==> config.mk <==
export PLATFORM = sky130hd
export DESIGN_NAME = pad_loop_sequencer
export DESIGN_NICKNAME = d
export VERILOG_FILES = /design/src/rtl/pad_loop_sequencer.sv
export SDC_FILE = /design/constraint.sdc
export NUM_CORES = 1
export LEC_CHECK = 0
export CELL_PAD_IN_SITES_DETAIL_PLACEMENT = 1
export CELL_PAD_IN_SITES_GLOBAL_PLACEMENT = 2
export CORE_UTILIZATION = 41
export DETAILED_ROUTE_END_ITERATION = 10
export GPL_ROUTABILITY_DRIVEN = 0
export GPL_TIMING_DRIVEN = 0
export PLACE_DENSITY = 0.83
export SYNTH_ARGS = -nofsm -noshare
export SYNTH_HDL_FRONTEND = slang
export SYNTH_SLANG_ARGS = --single-unit
==> constraint.sdc <==
create_clock -name CLK -period 5.8 [get_ports CLK]
set_input_delay 1.74 -clock CLK [delete_from_list [all_inputs] [get_ports CLK]]
set_output_delay 1.74 -clock CLK [all_outputs]
set_load 0.005 [all_outputs]
==> src/rtl/pad_loop_sequencer.sv <==
// Pad loop sequencer: records debounced pad presses into a circular step
// memory and replays them as a pad code, per-pad LEDs and a piezo tone.
//
// state   | meaning
// IDLE    | stopped; step, timer and code held at 0
// PLAY    | looping through the step memory, driving code, LEDs and tone
// RECORD  | looping as in PLAY, capturing the first press of each step
// CLEAR   | zeroing the step memory, one entry per cycle; inputs ignored
module pad_loop_sequencer #(
    parameter int NUM_PADS  = 12,
    parameter int CODE_W    = $clog2(NUM_PADS + 1),
    parameter int STEPS     = 16,
    parameter int STEP_DIV  = 4096,
    parameter int TONE_BASE = 64,
    parameter int TONE_STEP = 4
) (
    input  logic                     CLK,
    input  logic                     RST,
    input  logic [NUM_PADS-1:0]      btn,
    input  logic                     play_en,
    input  logic                     rec_en,
    input  logic                     clear,
    output logic [CODE_W-1:0]        Dout,
    output logic                     Pout,
    output logic [NUM_PADS-1:0]      pad_led,
    output logic [$clog2(STEPS)-1:0] step_idx,
    output logic                     playing,
    output logic                     recording,
    output logic                     busy
);
    localparam int IDX_W   = $clog2(STEPS);
    localparam int TIMER_W = $clog2(STEP_DIV);
    localparam int TONE_W  = $clog2(TONE_BASE + 1);

    localparam logic [1:0] S_IDLE  = 2'd0;
    localparam logic [1:0] S_PLAY  = 2'd1;
    localparam logic [1:0] S_REC   = 2'd2;
    localparam logic [1:0] S_CLEAR = 2'd3;

    logic [1:0]          state, state_nxt;
    logic [TIMER_W-1:0]  timer, timer_nxt;
    logic [IDX_W-1:0]    step_nxt, step_adv, clr_idx, clr_nxt;
    logic [CODE_W-1:0]   dout_nxt;
    logic [CODE_W-1:0]   mem [STEPS];
    logic [NUM_PADS-1:0] btn_q, edge_vec;
    logic                pend_v, pend_v_nxt, cap_v;
    logic [CODE_W-1:0]   pend_c, cap_c;
    logic                tc, stay_rec, mem_we;
    logic [IDX_W-1:0]    mem_wa;
    logic [CODE_W-1:0]   mem_wd;
    logic [TONE_W-1:0]   tone_cnt, half;

    // Lowest pressed pad wins when several rise together.
    function automatic logic [CODE_W-1:0] first_code(input logic [NUM_PADS-1:0] v);
        logic [CODE_W-1:0] r;
        r = '0;
        for (int i = NUM_PADS - 1; i >= 0; i--) begin
            if (v[i]) r = CODE_W'(i + 1);
        end
        return r;
    endfunction

    // Press capture: an edge only counts if nothing is pending for this step yet.
    always_comb begin
        edge_vec = btn & ~btn_q;
        cap_v    = pend_v;
        cap_c    = pend_c;
        if (!pend_v && (edge_vec != '0)) begin
            cap_v = 1'b1;
            cap_c = first_code(edge_vec);
        end
    end

    // Mode transitions, priority clear > rec_en > play_en.
    always_comb begin
        state_nxt = state;
        case (state)
            S_IDLE: begin
                if (clear)        state_nxt = S_CLEAR;
                else if (rec_en)  state_nxt = S_REC;
                else if (play_en) state_nxt = S_PLAY;
            end
            S_PLAY: begin
                if (clear)         state_nxt = S_CLEAR;
                else if (rec_en)   state_nxt = S_REC;
                else if (!play_en) state_nxt = S_IDLE;
            end
            S_REC: begin
                if (clear)        state_nxt = S_CLEAR;
                else if (!rec_en) state_nxt = play_en ? S_PLAY : S_IDLE;
            end
            default: begin
                if (clr_idx == IDX_W'(STEPS - 1)) state_nxt = S_IDLE;
            end
        endcase
    end

    // Step timer, step index, code register and memory write selection.
    always_comb begin
        tc        = (timer == TIMER_W'(STEP_DIV - 1));
        step_adv  = (step_idx == IDX_W'(STEPS - 1)) ? '0 : step_idx + 1'b1;
        stay_rec  = (state == S_REC) && (state_nxt == S_REC);
        step_nxt  = step_idx;
        timer_nxt = timer;
        dout_nxt  = Dout;
        if (state_nxt == S_IDLE || state_nxt == S_CLEAR) begin
            step_nxt  = '0;
            timer_nxt = '0;
            dout_nxt  = '0;
        end else if (state == S_IDLE) begin
            step_nxt  = '0;
            timer_nxt = '0;
            dout_nxt  = mem[0];
        end else if (tc) begin
            timer_nxt = '0;
            step_nxt  = step_adv;
            dout_nxt  = mem[step_adv];
        end else begin
            timer_nxt = timer + 1'b1;
        end
        // Pending is dropped at every step end and whenever RECORD is left.
        pend_v_nxt = stay_rec && !tc && cap_v;
        clr_nxt    = (state == S_CLEAR) ? clr_idx + 1'b1 : '0;
        mem_we     = (state == S_CLEAR) || (stay_rec && tc && cap_v);
        mem_wa     = (state == S_CLEAR) ? clr_idx : step_idx;
        mem_wd     = (state == S_CLEAR) ? '0 : cap_c;
    end

    // Control and datapath registers.
    always_ff @(posedge CLK) begin
        if (RST) begin
            state    <= S_IDLE;
            step_idx <= '0;
            timer    <= '0;
            Dout     <= '0;
            btn_q    <= '0;
            pend_v   <= 1'b0;
            pend_c   <= '0;
            clr_idx  <= '0;
        end else begin
            state    <= state_nxt;
            step_idx <= step_nxt;
            timer    <= timer_nxt;
            Dout     <= dout_nxt;
            btn_q    <= btn;
            pend_v   <= pend_v_nxt;
            pend_c   <= cap_c;
            clr_idx  <= clr_nxt;
        end
    end

    // Step memory; reset wipes it so an aborted capture never lands.
    always_ff @(posedge CLK) begin
        if (RST) begin
            for (int i = 0; i < STEPS; i++) mem[i] <= '0;
        end else if (mem_we) begin
            mem[mem_wa] <= mem_wd;
        end
    end

    // Piezo square wave; restarts low whenever the code changes or is rest.
    always_comb half = TONE_W'(TONE_BASE - TONE_STEP * int'(Dout));

    always_ff @(posedge CLK) begin
        if (RST) begin
            tone_cnt <= '0;
            Pout     <= 1'b0;
        end else if (Dout == '0 || dout_nxt != Dout) begin
            tone_cnt <= '0;
            Pout     <= 1'b0;
        end else if (tone_cnt == half - TONE_W'(1)) begin
            tone_cnt <= '0;
            Pout     <= ~Pout;
        end else begin
            tone_cnt <= tone_cnt + 1'b1;
        end
    end

    // LED for the current code, plus live pads while recording.
    always_comb begin
        pad_led = '0;
        if (state == S_PLAY || state == S_REC) begin
            if (Dout != '0) pad_led = NUM_PADS'(1) << (Dout - 1'b1);
            if (state == S_REC) pad_led = pad_led | btn;
        end
    end

    assign playing   = (state == S_PLAY) || (state == S_REC);
    assign recording = (state == S_REC);
    assign busy      = (state == S_CLEAR);

endmodule

# Word-level counts from Yosys, hierarchy flattened
# Memories as Yosys holds them, arrays and structs flattened.
# Cells that the tools add are included.
# classes
n_addsub,7
eq_ne,10
shift,1
mux,43
bitwise_logic,5
n_reduce_logical,23
# ops
op,count
two-way mux 4 bit,21
two-way mux 12 bit,4
two-way mux 2 bit,9
adder 12 x 1 -> 12 bit (second input constant),1
bitwise AND 12 bit,1
equality test 12 bit (second input constant),1
inverter 12 bit,1
bitwise OR 12 bit,1
nonzero test 12 bit,1
<< shifter 1 x 4 -> 12 bit (first input constant),1
adder 4 x 1 -> 4 bit (second input constant),2
equality test 2 bit (second input constant),4
equality test 4 bit (second input constant),2
two-way mux 1 bit,8
OR reduction 4 bit,2
adder 7 x 1 -> 7 bit (second input constant),1
equality test 7 bit,1
subtractor 7 x 1 -> 7 bit (second input constant),1
subtractor 7 x 6 -> 7 bit (first input constant),1
logical AND 1 bit,6
case mux 2 bit (3 select lines),1
OR reduction 3 bit,2
logical NOT 2 bit,2
logical NOT 4 bit,1
other kinds (8),14
# word_totals
reg_bits,51
ram_bits,64
inputBits,17
output_inout_bits,24
word_cells,100
mem_count,1
# mem_list
memory,depth,width,rd,rd_ports_with_merged_regs,write_ports,line_no,source
mem,16,4,2,0,16,44,logic [CODE_W-1:0] mem [STEPS];

# Longest topological paths before layout
# Gate-level depths: netlist of the first run.
# logic_depth
ltp_word,17
ltp_mapped,12
ltp_nobuf,9

# Least setup slack after synthesis of the first run
# No wires, ideal clock.
# synth_path
path_type,input to output
startpoint,input btn[4]
endpoint,output pad_led[4]
t_arrival_ns,2.070
required_time_ns,4.060
path_slack_ns,1.990
cell_stages,2
path_buffers,0
cell_sequence,a32o_1 -> and2_1
# synth_via
elab_chain_len,3
# synth_rtl
item,line_no,source
start: declaration,19,"input logic [NUM_PADS-1:0] btn,"
bitwise OR 12 bit,184,if (state == S_REC) pad_led = pad_led | btn;
two-way mux 12 bit,184,
two-way mux 12 bit,182,if (state == S_PLAY || state == S_REC) begin
end: declaration,25,"output logic [NUM_PADS-1:0] pad_led,"
# No other way between the ends.

==> run metrics, run 1 <==
category of the worst setup path launch point=primary input; CTS buffer count=17; number of max-cap violations=0; Die Outline Area=15,500 sq um; Final nets=713; height of the die=124 microns; count of buffers added by post-CTS timing repair for setup=0; number of setup violations in the final report=0; endpoint kind of the worst setup timing path=register; global-route congestion overflow total=0; Sequential cell area=2940 sq um; Total Routed Length=19,000 microns; launch instance of the worst min-delay path=timer[0]$_SDFF_PP0_; flip-flop and latch count after synthesis=115; normalized max-slew margin=19.3%; final critical-path setup slack=0.589 ns; total leakage power=2.53 nW; CTS HTree Levels=4; internal cell power=1.71 mW; placed instance area=6770 sq um; proportion of total power due to net switching=30.2%; vias in the first global route=5,260; worst min-delay path endpoint=timer[0]$_SDFF_PP0_; Routed Antenna Nets=0; Horiz. Die Dim=124 microns; Avg WL per Cell=21.5 microns; unrepaired setup endpoints after global routing=no; library cell occupying the most area in the post-synthesis netlist=edfxtp_1; Synthesized Nets=654; total via count in the routed design=5,138; initial core utilization=42.1%; transition time at the pin with the least slew margin=1.19 ns; number of instances in the placed design=853; worst hold slack after final layout=0.455 ns; area taken by multi-input logic gates=2950 sq um; post-synth cell types=68; minimum period implied by the final worst setup slack=5.21 ns; count of standard-cell rows=44; TritonRoute pass-1 iters=4; number of warning messages in the yosys log=0; Highest Clock Rate=0.192 GHz; Setup CP Type=in -> reg; post-layout instance area=7350 sq um; number of endpoints with negative hold slack in the final report=0; proportion of power drawn by flip-flops and latches=38.1%; total power density per cell area=334 nW/um^2; post-CTS clock slew at the launch and capture registers of the worst setup and hold paths=0.05 ns; main flop type after synthesis=edfxtp_1; endpoint of the worst-slack reg-to-reg timing path=tone_cnt[3]$_SDFF_PP0_; insertion delay of the later-clocked pin in the worst-skew pair=0.43 ns; number of sinks on the clock net=115; Worst IR Drop VDD=0.237 mV; Non-Filler Instances=885; number of top-level design ports=41; EDFF count, synth=64; required time at the endpoint of the critical path=5.95 ns; CTS hold repair buffers=0; final clock period utilization by the worst path=89.8%; top fanout value on the critical path=10; most common cell after layout, fill and taps aside=nor2_1; Post-Synthesis Mean Instance Area=9.76 sq um; number of antenna violations at the first check in global routing=0; number of instances on the worst hold path=1; Final TNS setup=0 ns; Syn-to-layout area delta=19.8%; share of final-layout standard cells stronger than drive strength 1=9.99%; DR vias/cell=5.81; number of slew-limit violations in the final report=0; number of cells traversed by the worst register-to-register path=9; post-synth top area share=31.3%; Core ar.=14,600 sq um; Switch Pwr=0.740 mW; share of power burned in the clock network=41.7%; total of buffers placed on input and output ports=40; total chip power=2.45 mW; buffer depth of the longest clock path=2; portion of the post-synthesis area used by sequential elements=48.0%; quantity of gates resized following cts=0; setup slack of the most critical reg-to-reg path=2.07 ns; commonest cells after routing, fill and taps aside=nor2_1 (91), edfxtp_1 (64), dfxtp_1 (51), clkdlybuf4s50_1 (40), nor2b_1 (34); main area contributors after synthesis=edfxtp_1 (31%), dfxtp_1 (17%), nor2_1 (5.6%); number of instances in the synthesized netlist=629; core occupancy in the finished layout=50.4%; global-route wire length before repair=29,600 microns; relative contribution of combinational cells to total power=20.2%; total inserted antenna cells=0; pin count of the biggest net entering global routing=17; GRT Overall Usage=25.2%; CTS root buf=clkbuf_16; clock tree from TritonCTS=built; summed instance area of the synthesized netlist=6140 sq um; fillcell total=1,623; maximum clock skew at final layout=0.0119 ns; FFs w/ async S/R, synth=0%; min-delay worst type=reg -> reg; count of unresolved DRC violations after routing=0; CP Data Arrival Time=5.36 ns; result of the run=finished clean; worst setup slack before clock tree synthesis=0.282 ns; FF-to-FF Start=step_idx[1]$_SDFFE_PP0N_; detailed placement HPWL=13,900 microns; number of DRC markers after the initial detailed-route iteration=282
registers in the layout (all words and copies together) (netlist names):
register and count:
state 2, step_idx 4, clr_idx 4, Pout 1
pend_v 1, btn_q 12, pend_c 4, timer 12
tone_cnt 7, mem 64, Dout 4
kinds of logic (layout without fill, tap and decap cells):
family,after synthesis,count (layout),share of synthesized area [%]
AND/OR/NAND/NOR,299,299,25.2
AO/OA/AOI/OAI,102,102,12.2
adder cells (fa/ha/maj),8,8,1.63
XOR/XNOR,22,22,3.14
flip-flops,115,115,48.0
multiplexers,27,27,5.91
buffers and inverters,56,128,4.02
final cells by class:
class | count | area share, %
Clock buffer | 21 | 6.71
Inverter | 17 | 0.868
Tap cell | 184 | 3.13
Timing Repair Buffer | 40 | 5.45
Multi-Input combinational cell | 458 | 40.2
Buffer | 39 | 2.49
Clock inverter | 11 | 1.16
Sequential cell | 115 | 40.0
power groups by stage:
stage | Sequential [mW] | Clock, mW | Combinational [mW]
after floorplan | 0.937 | 0 | 0.302
after global placement | 0.947 | 0 | 0.479
after detailed placement | 0.950 | 0 | 0.489
after CTS | 0.933 | 1.03 | 0.491
after global routing | 0.938 | 1.07 | 0.533
final | 0.934 | 1.02 | 0.497
critical path, cell delays in order:
cell             delay [ns]
clkdlybuf4s50_1        0.44
nor2b_1                0.20
nor4bb_1               1.00
nand4_1                0.32
nor2b_1                0.26
mux2i_1                0.20
or2_2                  0.14
clkbuf_1               0.35
clkbuf_1               0.62
nor2_1                 0.08
routing by layer:
metal | up-vias | share of wire, % | GRT usage [%]
li1 | 2401 | - | -
met2 | 118 | 48 | 40.9
met4 | 0 | 2.1 | 9.36
met5 | - | 0 | 0
met3 | 28 | 4.0 | 4.90
met1 | 2591 | 46 | 33.3
synthesized netlist by cell type (all sizes together) (4+ instances only):
| cell type | n |
|---|---|
| xnor2 | 12 |
| a21oi | 21 |
| o22ai | 5 |
| nand2 | 26 |
| inv | 17 |
| or2 | 9 |
| dfxtp | 51 |
| buf | 16 |
| nor2b | 34 |
| a211oi | 6 |
| nand4 | 11 |
| mux2i | 19 |
| and2 | 4 |
| nand2b | 28 |
| nand3 | 32 |
| mux4 | 6 |
| a22oi | 8 |
| nor3b | 5 |
| nor2 | 99 |
| xor2 | 10 |
| o2111ai | 4 |
| ha | 8 |
| clkbuf | 23 |
| nor3 | 23 |
| edfxtp | 64 |
| o31ai | 4 |
| a32oi | 7 |
| o21ai | 15 |
| or3 | 10 |
how the worst max path moves through the flow:
| stage | from | endpoint | slack, ns | depth (start not counted) |
|---|---|---|---|---|
| 2_1_floorplan | btn[4] | pad_led[4] | 1.99 | 2 |
| 3_3_place_gp | btn[8] | mem[0][1]$_SDFFCE_PN0P_ | 0.29 | 10 |
| 3_5_place_dp | btn[8] | mem[12][1]$_SDFFCE_PN0P_ | 0.28 | 10 |
| 4_1_cts | btn[8] | mem[12][1]$_SDFFCE_PN0P_ | 0.70 | 10 |
| 5_1_grt | btn[8] | mem[15][1]$_SDFFCE_PN0P_ | 0.40 | 10 |
| 6_report | btn[3] | mem[15][1]$_SDFFCE_PN0P_ | 0.59 | 10 |
(Power assumes the default switching activity.)
==> run 2: changes to the inputs <==
--- a/config.mk
+++ b/config.mk
@@ -7,11 +7,11 @@
 export LEC_CHECK = 0
 export CELL_PAD_IN_SITES_DETAIL_PLACEMENT = 1
 export CELL_PAD_IN_SITES_GLOBAL_PLACEMENT = 2
-export CORE_UTILIZATION = 41
+export CORE_UTILIZATION = 38
 export DETAILED_ROUTE_END_ITERATION = 10
 export GPL_ROUTABILITY_DRIVEN = 0
 export GPL_TIMING_DRIVEN = 0
-export PLACE_DENSITY = 0.83
+export PLACE_DENSITY = 0.77
 export SYNTH_ARGS = -nofsm -noshare
 export SYNTH_HDL_FRONTEND = slang
 export SYNTH_SLANG_ARGS = --single-unit
==> constraint.sdc (replaced) <==
create_clock -name CLK -period 5.82 [get_ports CLK]
set_input_delay 1.746 -clock CLK [delete_from_list [all_inputs] [get_ports CLK]]
set_output_delay 1.746 -clock CLK [all_outputs]
set_load 0.005 [all_outputs]
==> run metrics, run 2 (synthesis results as in run 1) <==
min-delay worst type=reg -> reg; total of buffers placed on input and output ports=40 (unchanged); Final TNS setup=0 ns (unchanged); total via count in the routed design=5,078 (-1.2%); CP Data Arrival Time=5.17 ns (-0.19 ns); Syn-to-layout area delta=20.8%; top fanout value on the critical path=10 (unchanged); transition time at the pin with the least slew margin=1.21 ns (+0.0148 ns); height of the die=129 microns (+3.8%); insertion delay of the later-clocked pin in the worst-skew pair=0.42 ns (about the same); share of final-layout standard cells stronger than drive strength 1=9.26% (-0.73 points); count of unresolved DRC violations after routing=0 (unchanged); TritonRoute pass-1 iters=5 (+1); cell class contributing the biggest share of worst-path delay=simple AND/OR/NAND/NOR gates; initial core utilization=38.8% (-3.3 points); Routed Antenna Nets=0 (unchanged); minimum period implied by the final worst setup slack=5.03 ns; pin count of the biggest net entering global routing=17 (unchanged); buffer depth of the longest clock path=2 (unchanged); result of the run=finished clean; CTS hold repair buffers=0 (unchanged); count of buffers added by post-CTS timing repair for setup=0 (unchanged); CTS HTree Levels=4 (unchanged); worst stage delay on the critical path=0.86 ns (-0.14 ns); required time at the endpoint of the critical path=5.96 ns (about the same); Avg WL per Cell=20.4 microns (-5.2%); total inserted antenna cells=0 (unchanged); Die Outline Area=16,700 sq um (+7.8%); Setup CP Type=in -> reg; Highest Clock Rate=0.199 GHz; CTS root buf=clkbuf_16; unrepaired setup endpoints after global routing=no; final clock period utilization by the worst path=86.4%; category of the worst setup path launch point=primary input; Final nets=714 (+0.14%); DR vias/cell=5.53 (-4.7%); number of endpoints with negative hold slack in the final report=0 (unchanged); Total Routed Length=18,700 microns (-1.6%); GRT Overall Usage=24.0% (-1.2 points); quantity of gates resized following cts=0 (unchanged); post-CTS clock slew at the launch and capture registers of the worst setup and hold paths=0.05 ns (about the same); number of sinks on the clock net=115 (unchanged); CTS buffer count=17 (unchanged); detailed placement HPWL=14,000 microns (+0.76%); largest registers=mem x64, btn_q x12, timer x12; total leakage power=2.53 nW (about the same); normalized max-slew margin=18.9% (-0.39 points); setup slack of the most critical reg-to-reg path=1.93 ns (-0.14 ns); vias in the first global route=5,164 (-1.8%); number of slew-limit violations in the final report=0 (unchanged); number of max-cap violations=0 (unchanged); Horiz. Die Dim=129 microns (+3.8%); commonest cells after routing, fill and taps aside=nor2_1 (91), edfxtp_1 (64), dfxtp_1 (51), clkdlybuf4s50_1 (40), nor2b_1 (34); master of the slowest instance on the critical path=nor4b_1; Worst IR Drop VDD=0.207 mV (-13%); endpoint kind of the worst setup timing path=register; global-route wire length before repair=29,200 microns (-1.6%); most common cell after layout, fill and taps aside=nor2_1; number of antenna violations at the first check in global routing=0 (unchanged); register name with the most flops=mem; core occupancy in the finished layout=46.8% (-3.6 points); CP Cell Sequence=clkdlybuf4s50_1, nor2b_1, nor4b_1, nand4_1, nor2b_1, mux2i_1, or2_2, clkbuf_1, clkbuf_1, nor2_1; WP buf/inv=3 (unchanged); number of DRC markers after the initial detailed-route iteration=335 (+19%); max reg flops=64 (unchanged); maximum clock skew at final layout=0.0102 ns (-0.00169 ns); global-route congestion overflow total=0 (unchanged); number of top-level design ports=41 (unchanged); total power density per cell area=338 nW/um^2 (+1.2%); count of standard-cell rows=46 (+4.5%); clock tree from TritonCTS=built; number of setup violations in the final report=0 (unchanged); Core ar.=15,800 sq um (+8.5%)
-- run 2: layer usage --
metal  vias up  share of wire [%]  track usage (%)  routed length (microns)
met5         -                  0                0                        0
met4         0               0.82             7.27                      154
met3        15                3.3             4.67                      617
met2       101                 46             37.1                     8640
met1      2564                 50             34.0                     9280
li1       2398                  -                -                        -
-- run 2: worst paths after layout --
| path | startpoint | to | cells after the start |
|---|---|---|---|
| worst max-delay path | btn[8] | mem[7][1]$_SDFFCE_PN0P_ | 10 |
| worst min-delay path | timer[0]$_SDFF_PP0_ | timer[0]$_SDFF_PP0_ | 1 |
| worst max register to register | step_idx[1]$_SDFFE_PP0N_ | tone_cnt[5]$_SDFF_PP0_ | 9 |
| worst min register to register | timer[0]$_SDFF_PP0_ | timer[0]$_SDFF_PP0_ | 1 |
-- run 2: area by class of cell --
type                    instances  area, sq um
inverters                      17         63.8
well taps                     216          270
flip-flops and latches        115         2940
clock buffers                  19          433
fillers                      1762         8420
plain buffers                  39          183
clock inverters                13          165
multi-input cells             458         2950
repair buffers                 41          405
-- run 2: where the power goes --
part	switching (mW)	internal [mW]
registers	0.0340	0.896
logic	0.297	0.198
clock network	0.371	0.706
total	0.702	1.80
-- run 2: metrics by stage --
step | total power [mW] | area (sq um) | worst slack, ns | hold slack [ns] | instances
finish | 2.50 | 7410 | 0.790 | 0.448 | 918
global route | 2.60 | 7410 | 0.560 | 0.469 | 918
CTS | 2.52 | 7410 | 0.763 | 0.453 | 917
detailed placement | 1.44 | 6810 | 0.332 | 0.441 | 885
global placement | 1.42 | 6810 | 0.508 | 0.432 | 885
floorplan | 1.23 | 6140 | 2.00 | 0.418 | 629
